**config.mk**
```make
export PLATFORM = sky130hd
export DESIGN_NAME = apb_perimetr_ctrl_flat
export DESIGN_NICKNAME = d
export VERILOG_FILES = /design/src/rtl/apb_perimetr_ctrl_pkg.sv /design/src/rtl/apb_perimetr_ctrl_if.sv /design/src/rtl/apb_perimetr_ctrl_rr_arb2.sv /design/src/rtl/apb_perimetr_ctrl.sv /design/src/flat_wrapper.sv
export SDC_FILE = /design/constraint.sdc
export NUM_CORES = 1
export LEC_CHECK = 0
export CELL_PAD_IN_SITES_DETAIL_PLACEMENT = 2
export CELL_PAD_IN_SITES_GLOBAL_PLACEMENT = 2
export CORE_ASPECT_RATIO = 0.8
export CORE_MARGIN = 2
export CORE_UTILIZATION = 19
export DETAILED_ROUTE_END_ITERATION = 7
export PLACE_DENSITY_LB_ADDON = 0.1
export SLEW_MARGIN = 10
export SYNTH_ARGS = -nofsm -noshare
export SYNTH_HDL_FRONTEND = slang
export SYNTH_HIERARCHICAL = 1
export SYNTH_SLANG_ARGS = --single-unit
```
**constraint.sdc**
```tcl
create_clock -name PCLK -period 2.6 [get_ports PCLK]
set_clock_uncertainty 0.2 [all_clocks]
set_input_delay 0.39 -clock PCLK [delete_from_list [all_inputs] [get_ports PCLK]]
set_output_delay 0.39 -clock PCLK [all_outputs]
set_load 0.01 [all_outputs]
```
**src/rtl/apb_perimetr_ctrl_pkg.sv**
```systemverilog
// Shared types and defaults for the APB perimeter controller.
// States, default register addresses and the default PREADY timeout.
package apb_perim_pkg;

  typedef enum logic [2:0] {
    IDLE,
    WA_SETUP,
    WA_ACCESS,
    WB_SETUP,
    WB_ACCESS,
    RD_SETUP,
    RD_ACCESS,
    RESP
  } state_t;

  localparam logic [31:0] DEF_A_ADDR         = 32'h0;
  localparam logic [31:0] DEF_B_ADDR         = 32'h4;
  localparam logic [31:0] DEF_RES_ADDR       = 32'h8;
  localparam int          DEF_TIMEOUT_CYCLES = 16;

  function automatic logic is_access(state_t s);
    return (s == WA_ACCESS) || (s == WB_ACCESS) || (s == RD_ACCESS);
  endfunction

endpackage

```
**src/rtl/apb_perimetr_ctrl_if.sv**
```systemverilog
// APB bus between the perimeter controller (master) and the peripheral (slave).
interface apb_perimetr_ctrl_if;

  logic        PSEL;
  logic        PENABLE;
  logic        PWRITE;
  logic [31:0] PADDR;
  logic [31:0] PWDATA;
  logic [31:0] PRDATA;
  logic        PREADY;

  modport master (
    output PSEL, PENABLE, PWRITE, PADDR, PWDATA,
    input  PRDATA, PREADY
  );

  modport slave (
    input  PSEL, PENABLE, PWRITE, PADDR, PWDATA,
    output PRDATA, PREADY
  );

endinterface

```
**src/rtl/apb_perimetr_ctrl_rr_arb2.sv**
```systemverilog
// Two-way round-robin arbiter; last_grant names the most recent winner
// and resets to 1 so requester 0 wins the first contention.
module rr_arb2 (
  input  logic       clk,
  input  logic       rst,
  input  logic [1:0] req,
  input  logic       en,
  output logic [1:0] grant,
  output logic       last_grant
);

  always_comb begin
    grant = 2'b00;
    if (en) begin
      case (req)
        2'b01:   grant = 2'b01;
        2'b10:   grant = 2'b10;
        2'b11:   grant = last_grant ? 2'b01 : 2'b10;
        default: grant = 2'b00;
      endcase
    end
  end

  always_ff @(posedge clk) begin
    if (rst)
      last_grant <= 1'b1;
    else if (grant[0])
      last_grant <= 1'b0;
    else if (grant[1])
      last_grant <= 1'b1;
  end

endmodule

```
**src/rtl/apb_perimetr_ctrl.sv**
```systemverilog
// APB sequencer: arbitrates two side-pair requesters, writes a/b, reads the result.
// Optional PREADY timeout is enabled with `define APB_PERIM_TIMEOUT_EN.
module apb_perimetr_ctrl
  import apb_perim_pkg::*;
#(
  parameter logic [31:0] A_ADDR         = DEF_A_ADDR,
  parameter logic [31:0] B_ADDR         = DEF_B_ADDR,
  parameter logic [31:0] RES_ADDR       = DEF_RES_ADDR,
  parameter int          TIMEOUT_CYCLES = DEF_TIMEOUT_CYCLES
) (
  input  logic                       PCLK,
  input  logic                       PRESET,
  input  logic                       req0_valid,
  input  logic [31:0]                req0_a,
  input  logic [31:0]                req0_b,
  output logic                       req0_ready,
  input  logic                       req1_valid,
  input  logic [31:0]                req1_a,
  input  logic [31:0]                req1_b,
  output logic                       req1_ready,
  output logic                       rsp0_valid,
  output logic [31:0]                rsp0_data,
  output logic                       rsp0_err,
  input  logic                       rsp0_ready,
  output logic                       rsp1_valid,
  output logic [31:0]                rsp1_data,
  output logic                       rsp1_err,
  input  logic                       rsp1_ready,
  apb_perimetr_ctrl_if.master        apb
);

  if (TIMEOUT_CYCLES < 1) begin : g_bad_timeout
    $error("TIMEOUT_CYCLES must be at least 1");
  end

  state_t      state, next;
  logic [1:0]  grant;
  logic        owner;
  logic        take;
  logic        timeout;
  logic        err_q;
  logic        rsp_ack;
  logic [31:0] a_q, b_q, data_q;

  // Arbitration is only live in IDLE and never while reset is held.
  rr_arb2 u_arb (
    .clk        (PCLK),
    .rst        (PRESET),
    .req        ({req1_valid, req0_valid}),
    .en         ((state == IDLE) && !PRESET),
    .grant      (grant),
    .last_grant (owner)
  );

  assign take       = |grant;
  assign req0_ready = grant[0];
  assign req1_ready = grant[1];
  assign rsp_ack    = owner ? rsp1_ready : rsp0_ready;

  always_ff @(posedge PCLK) begin
    if (PRESET) begin
      state  <= IDLE;
      a_q    <= '0;
      b_q    <= '0;
      data_q <= '0;
    end else begin
      state <= next;
      if (take) begin
        a_q    <= grant[1] ? req1_a : req0_a;
        b_q    <= grant[1] ? req1_b : req0_b;
        data_q <= '0;
      end else if (state == RD_ACCESS && apb.PREADY) begin
        data_q <= apb.PRDATA;
      end else if (timeout) begin
        data_q <= '0;
      end
    end
  end

`ifdef APB_PERIM_TIMEOUT_EN
  localparam int CW = $clog2(TIMEOUT_CYCLES + 1);
  logic [CW-1:0] cnt;

  // Counter is zero on entry to every access state and counts stalled cycles.
  always_ff @(posedge PCLK) begin
    if (PRESET) begin
      cnt   <= '0;
      err_q <= 1'b0;
    end else begin
      if (!is_access(state))
        cnt <= '0;
      else if (!apb.PREADY)
        cnt <= cnt + 1'b1;
      if (take)
        err_q <= 1'b0;
      else if (timeout)
        err_q <= 1'b1;
    end
  end

  assign timeout = is_access(state) && !apb.PREADY && (cnt == CW'(TIMEOUT_CYCLES - 1));
`else
  assign timeout = 1'b0;
  assign err_q   = 1'b0;
`endif

  always_comb begin
    next        = state;
    apb.PSEL    = 1'b0;
    apb.PENABLE = 1'b0;
    apb.PWRITE  = 1'b0;
    apb.PADDR   = '0;
    apb.PWDATA  = '0;
    case (state)
      IDLE: if (take) next = WA_SETUP;
      WA_SETUP, WA_ACCESS: begin
        apb.PSEL    = 1'b1;
        apb.PENABLE = (state == WA_ACCESS);
        apb.PWRITE  = 1'b1;
        apb.PADDR   = A_ADDR;
        apb.PWDATA  = a_q;
        if (state == WA_SETUP)  next = WA_ACCESS;
        else if (apb.PREADY)    next = WB_SETUP;
        else if (timeout)       next = RESP;
      end
      WB_SETUP, WB_ACCESS: begin
        apb.PSEL    = 1'b1;
        apb.PENABLE = (state == WB_ACCESS);
        apb.PWRITE  = 1'b1;
        apb.PADDR   = B_ADDR;
        apb.PWDATA  = b_q;
        if (state == WB_SETUP)  next = WB_ACCESS;
        else if (apb.PREADY)    next = RD_SETUP;
        else if (timeout)       next = RESP;
      end
      RD_SETUP, RD_ACCESS: begin
        apb.PSEL    = 1'b1;
        apb.PENABLE = (state == RD_ACCESS);
        apb.PADDR   = RES_ADDR;
        if (state == RD_SETUP)  next = RD_ACCESS;
        else if (apb.PREADY)    next = RESP;
        else if (timeout)       next = RESP;
      end
      RESP: if (rsp_ack) next = IDLE;
      default: next = IDLE;
    endcase
  end

  // Only the owner of the current transaction ever sees a response.
  assign rsp0_valid = (state == RESP) && !owner;
  assign rsp1_valid = (state == RESP) && owner;
  assign rsp0_data  = rsp0_valid ? data_q : '0;
  assign rsp1_data  = rsp1_valid ? data_q : '0;
  assign rsp0_err   = rsp0_valid && err_q;
  assign rsp1_err   = rsp1_valid && err_q;

endmodule

```
**src/flat_wrapper.sv**
```systemverilog
// flat-port wrapper written by rule: the top's interface ports become plain ports
module apb_perimetr_ctrl_flat import apb_perim_pkg::*;
#(
  parameter logic [31:0] A_ADDR         = DEF_A_ADDR,
  parameter logic [31:0] B_ADDR         = DEF_B_ADDR,
  parameter logic [31:0] RES_ADDR       = DEF_RES_ADDR,
  parameter int          TIMEOUT_CYCLES = DEF_TIMEOUT_CYCLES
)
  (PCLK, PRESET, req0_valid, req0_a, req0_b, req0_ready, req1_valid, req1_a, req1_b, req1_ready, rsp0_valid, rsp0_data, rsp0_err, rsp0_ready, rsp1_valid, rsp1_data, rsp1_err, rsp1_ready, apb_PSEL, apb_PENABLE, apb_PWRITE, apb_PADDR, apb_PWDATA, apb_PRDATA, apb_PREADY);
  apb_perimetr_ctrl_if apb_i ();
  input  logic PCLK;
  input  logic PRESET;
  input  logic req0_valid;
  input  logic [31:0] req0_a;
  input  logic [31:0] req0_b;
  output logic req0_ready;
  input  logic req1_valid;
  input  logic [31:0] req1_a;
  input  logic [31:0] req1_b;
  output logic req1_ready;
  output logic rsp0_valid;
  output logic [31:0] rsp0_data;
  output logic rsp0_err;
  input  logic rsp0_ready;
  output logic rsp1_valid;
  output logic [31:0] rsp1_data;
  output logic rsp1_err;
  input  logic rsp1_ready;
  output wire logic [$bits(apb_i.PSEL)-1:0] apb_PSEL;
  output wire logic [$bits(apb_i.PENABLE)-1:0] apb_PENABLE;
  output wire logic [$bits(apb_i.PWRITE)-1:0] apb_PWRITE;
  output wire logic [$bits(apb_i.PADDR)-1:0] apb_PADDR;
  output wire logic [$bits(apb_i.PWDATA)-1:0] apb_PWDATA;
  input wire logic [$bits(apb_i.PRDATA)-1:0] apb_PRDATA;
  input wire logic [$bits(apb_i.PREADY)-1:0] apb_PREADY;
  assign apb_PSEL = apb_i.PSEL;
  assign apb_PENABLE = apb_i.PENABLE;
  assign apb_PWRITE = apb_i.PWRITE;
  assign apb_PADDR = apb_i.PADDR;
  assign apb_PWDATA = apb_i.PWDATA;
  assign apb_i.PRDATA = apb_PRDATA;
  assign apb_i.PREADY = apb_PREADY;
  apb_perimetr_ctrl #(.A_ADDR(A_ADDR), .B_ADDR(B_ADDR), .RES_ADDR(RES_ADDR), .TIMEOUT_CYCLES(TIMEOUT_CYCLES)) u_core (.PCLK(PCLK), .PRESET(PRESET), .req0_valid(req0_valid), .req0_a(req0_a), .req0_b(req0_b), .req0_ready(req0_ready), .req1_valid(req1_valid), .req1_a(req1_a), .req1_b(req1_b), .req1_ready(req1_ready), .rsp0_valid(rsp0_valid), .rsp0_data(rsp0_data), .rsp0_err(rsp0_err), .rsp0_ready(rsp0_ready), .rsp1_valid(rsp1_valid), .rsp1_data(rsp1_data), .rsp1_err(rsp1_err), .rsp1_ready(rsp1_ready), .apb(apb_i));
endmodule
```
==> metrics.txt <==
# TYPE chip_impl_metric gauge
chip_impl_info{name="status",value="finished clean"} 1
chip_impl_info{name="worst-setup-path-type",value="reg2out"} 1
chip_impl_metric{name="antenna_found_initial",unit=""} 3
chip_impl_metric{name="finalHoldViolCount",unit=""} 0
chip_impl_metric{name="critPathMaxFanout",unit=""} 16
chip_impl_metric{name="seqCellArea",unit="mm2"} 0.002014
chip_impl_metric{name="drt_pre_antenna_iters",unit=""} 4
chip_impl_metric{name="finalNonFillerCells",unit=""} 1243
chip_impl_metric{name="measured_slew_at_the_worst_slew_check_pin",unit="ps"} 843.8
chip_impl_metric{name="design.die.area",unit="mm2"} 0.02992
chip_impl_metric{name="core-area",unit="mm2"} 0.02815
chip_impl_metric{name="drt-wirelength-per-cell",unit="um"} 18.67
chip_impl_info{name="critPathCaptureType",value="output pin"} 1
chip_impl_metric{name="yosys_warnings",unit=""} 6
chip_impl_metric{name="final_worst_path_period_share",unit="%"} 97.89
chip_impl_metric{name="grt_max_degree",unit=""} 70
chip_impl_metric{name="clockBufferDepth",unit=""} 2
chip_impl_info{name="yosys-top-cells-area",value="sky130_fd_sc_hd__dfxtp_1, sky130_fd_sc_hd__mux2_2, sky130_fd_sc_hd__mux2i_1, sky130_fd_sc_hd__and2_1, sky130_fd_sc_hd__a22o_1"} 1
chip_impl_metric{name="fmaxAchievable",unit="MHz"} 392.9
chip_impl_metric{name="design.final.nets",unit=""} 1034
chip_impl_metric{name="via_per_inst",unit=""} 4.146
chip_impl_metric{name="yosysUniqueCellTypes",unit=""} 32
chip_impl_metric{name="clock_pin_slew_on_the_worst_setup_and_hold_paths",unit="ps"} 70
chip_impl_metric{name="fill_cells",unit=""} 3151
chip_impl_metric{name="p_per_area",unit="mW/mm2"} 483.9
chip_impl_metric{name="std_cell_rows",unit=""} 55
chip_impl_metric{name="die_x",unit="um"} 192.9
chip_impl_metric{name="setup_viol",unit=""} 0
chip_impl_metric{name="routed-via-count",unit=""} 5154
chip_impl_metric{name="grt_util_all_layers",unit="%"} 15.04
chip_impl_metric{name="synth_area",unit="mm2"} 0.005423
chip_impl_metric{name="postSynthRegisterBits",unit=""} 100
chip_impl_metric{name="slew_headroom",unit="%"} 43.75
chip_impl_metric{name="reg2regPathDepth",unit=""} 7
chip_impl_metric{name="crit_required",unit="ps"} 2010
chip_impl_metric{name="place_worst_setup_slack",unit="ps"} -143.2
chip_impl_info{name="yosys_most_used_dff",value="sky130_fd_sc_hd__dfxtp_1"} 1
chip_impl_metric{name="drt.antenna.violating_nets",unit=""} 0
chip_impl_metric{name="multi_input_comb_area",unit="mm2"} 0.003092
chip_impl_metric{name="floorplan.initialDensity",unit="%"} 19.27
chip_impl_info{name="clock_tree_from_tritoncts",value="done"} 1
chip_impl_metric{name="drt_first_iter_violations",unit=""} 101
chip_impl_metric{name="cp_data_arrival_time",unit="ps"} 1960
chip_impl_metric{name="port_buffers",unit=""} 271
chip_impl_metric{name="number_of_enable_type_register_cells_in_the_synthesized_netlist",unit=""} 0
chip_impl_info{name="holdCritPathClass",value="reg2reg"} 1
chip_impl_metric{name="grt_first_pass_wirelength",unit="mm"} 34.16
chip_impl_metric{name="vdd_drop_max",unit="mV"} 0.2706
chip_impl_metric{name="drive_gt1_share",unit="%"} 14.70
chip_impl_metric{name="layout_min_cycle_time",unit="ps"} 2545
chip_impl_metric{name="global_route.overflow_total",unit=""} 0
chip_impl_metric{name="globalplace.congestion",unit=""} 0.7548
chip_impl_metric{name="hpwl",unit="mm"} 17.07
chip_impl_metric{name="die_h",unit="um"} 155.1
chip_impl_metric{name="dpl_cell_area",unit="mm2"} 0.008498
chip_impl_info{name="timing.critical_path.from_type",value="flip-flop"} 1
chip_impl_metric{name="place.detailed.instances",unit=""} 1216
chip_impl_metric{name="hold_depth",unit=""} 2
chip_impl_metric{name="leakage_power_figure",unit="nW"} 3.973
chip_impl_metric{name="synthesis.instances",unit=""} 603
chip_impl_metric{name="maxCapViolCount",unit=""} 0
chip_impl_metric{name="finish.utilization",unit="%"} 31.65
chip_impl_metric{name="synthDominantCellAreaShare",unit="%"} 36.92
chip_impl_metric{name="cts-htree-levels",unit=""} 3
chip_impl_metric{name="route.final.wire_length",unit="mm"} 23.20
chip_impl_metric{name="area_growth_syn_to_layout",unit="%"} 64.26
chip_impl_metric{name="drt_drc_violations_left",unit=""} 0
chip_impl_metric{name="cts_buf_count",unit=""} 9
chip_impl_metric{name="seq_area_frac_synth",unit="%"} 36.92
chip_impl_metric{name="fin_ws",unit="ps"} 54.95
chip_impl_metric{name="top_level_ports",unit=""} 304
chip_impl_metric{name="insertion_delay",unit="ps"} 350
chip_impl_info{name="clk_root_buffer_cell",value="sky130_fd_sc_hd__clkbuf_16"} 1
chip_impl_metric{name="stdcell_area",unit="mm2"} 0.008907
chip_impl_metric{name="post_synth.cell_area_avg",unit="um2"} 8.993
chip_impl_metric{name="cts.sink_count",unit=""} 100
chip_impl_metric{name="first_global_vias",unit=""} 5670
chip_impl_metric{name="timing_max_transition_violations_final",unit=""} 0
chip_impl_info{name="synth_top_area_cell",value="sky130_fd_sc_hd__dfxtp_1"} 1
chip_impl_metric{name="synthArstFlopShare",unit="%"} 0
-- flip-flops by register name (all words and copies together) (netlist names) --
register	flops
u_core/data_q	32
u_core/u_arb/last_grant	1
u_core/b_q	32
u_core/a_q	32
u_core/state	3
-- synth_stat cells, types with 3 or more instances --
cell and number:
sky130_fd_sc_hd__buf_4 34, sky130_fd_sc_hd__clkbuf_1 21, sky130_fd_sc_hd__nand2_1 67, sky130_fd_sc_hd__buf_8 3, sky130_fd_sc_hd__a22o_1 32, sky130_fd_sc_hd__mux2i_1 65
sky130_fd_sc_hd__dfxtp_1 100, sky130_fd_sc_hd__mux2_2 64, sky130_fd_sc_hd__and2_1 66, sky130_fd_sc_hd__a21oi_1 36, sky130_fd_sc_hd__inv_1 4, sky130_fd_sc_hd__nor2_1 70
sky130_fd_sc_hd__buf_2 22
-- path summary, 6_finish.rpt --
path,startpoint,endpoint,slack [ps]
setup / recovery,u_core/state[1],apb_PWDATA[8],50
hold / removal,u_core/data_q[12],u_core/data_q[12],270
setup reg to reg,u_core/state[1],u_core/a_q[11],200
hold reg to reg,u_core/data_q[12],u_core/data_q[12],270
-- timing repair --
item / in CTS / in global routing
gates resized for setup: 94 / 34
setup endpoints to repair: 143 / 53
endpoints found under the hold margin: 0 / 0
hold buffers: 0 / 0
buffers inserted: 1 / 6
pin swaps: 1 / 2
cloned: 1 / 2
-- power breakdown --
group	internal [W]	total [W]	leakage, nW	switching, W
logic	0.000730	0.00129	3.04	0.000565
registers	0.00165	0.00174	0.816	0.0000845
clock network	0.000645	0.00128	0.118	0.000635
-- cell type report --
| cell class | count | area share, % |
|---|---|---|
| Clock buffer | 11 | 2.613 |
| Multi-Input combinational cell | 449 | 34.71 |
| Inverter | 4 | 0.1686 |
| Antenna cell | 2 | 0.05619 |
| Timing Repair Buffer | 303 | 34.33 |
| Tap cell | 370 | 5.197 |
| Clock inverter | 4 | 0.3090 |
| Sequential cell | 100 | 22.62 |
-- critical path, stage by stage, from the launching register on --
cell and delay (ps):
sky130_fd_sc_hd__dfxtp_4 380, sky130_fd_sc_hd__xor2_2 180, sky130_fd_sc_hd__and2_4 190, sky130_fd_sc_hd__bufbuf_16 300, sky130_fd_sc_hd__a22o_1 260, sky130_fd_sc_hd__dlygate4sd2_1 290
-- per-stage QoR --
step | hold slack [ps] | setup TNS [ps] | total power, W
floorplan | 240.1 | 0 | 0.002448
global placement | 246.8 | -1286 | 0.002988
detailed placement | 256.0 | -3945 | 0.003034
CTS | 266.9 | -85.05 | 0.004404
global route | 296.7 | -1.865 | 0.004564
finish | 267.3 | 0 | 0.004311
-- cells in the final DEF, fill, tap and decap left out, types with 3 or more instances in the layout --
master	count
sky130_fd_sc_hd__mux2_2	64
sky130_fd_sc_hd__and2_1	65
sky130_fd_sc_hd__buf_12	9
sky130_fd_sc_hd__dlygate4sd2_1	75
sky130_fd_sc_hd__clkinvlp_4	3
sky130_fd_sc_hd__dfxtp_4	3
sky130_fd_sc_hd__clkbuf_2	3
sky130_fd_sc_hd__mux2i_1	65
sky130_fd_sc_hd__clkdlybuf4s50_1	170
sky130_fd_sc_hd__nor2_1	68
sky130_fd_sc_hd__clkbuf_16	11
sky130_fd_sc_hd__buf_4	19
sky130_fd_sc_hd__inv_1	4
sky130_fd_sc_hd__nand2_1	67
sky130_fd_sc_hd__conb_1	32
sky130_fd_sc_hd__clkdlybuf4s15_1	5
sky130_fd_sc_hd__a22o_1	32
sky130_fd_sc_hd__dlymetal6s2s_1	17
sky130_fd_sc_hd__a21oi_1	34
sky130_fd_sc_hd__dfxtp_1	96
-- cells by family after synthesis --
kind of cell	Yosys count	share of synthesized area, %
AND/OR/NAND/NOR	214	18.69
other	1	0.06915
multiplexers	129	25.29
AO/OA/AOI/OAI	73	9.368
XOR/XNOR	1	0.1615
flip-flops	100	36.92
buffers and inverters	85	9.506
-- per-layer routing --
layer,GRT usage [%],part of all wire (%),vias to the layer above
li1,-,-,2492
met4,3.381,1.4,2
met1,18.09,43,2479
met3,5.504,8.1,20
met5,0,0.052,-
met2,25.50,48,161
Note: power is estimated with default switching activity, not from simulation.
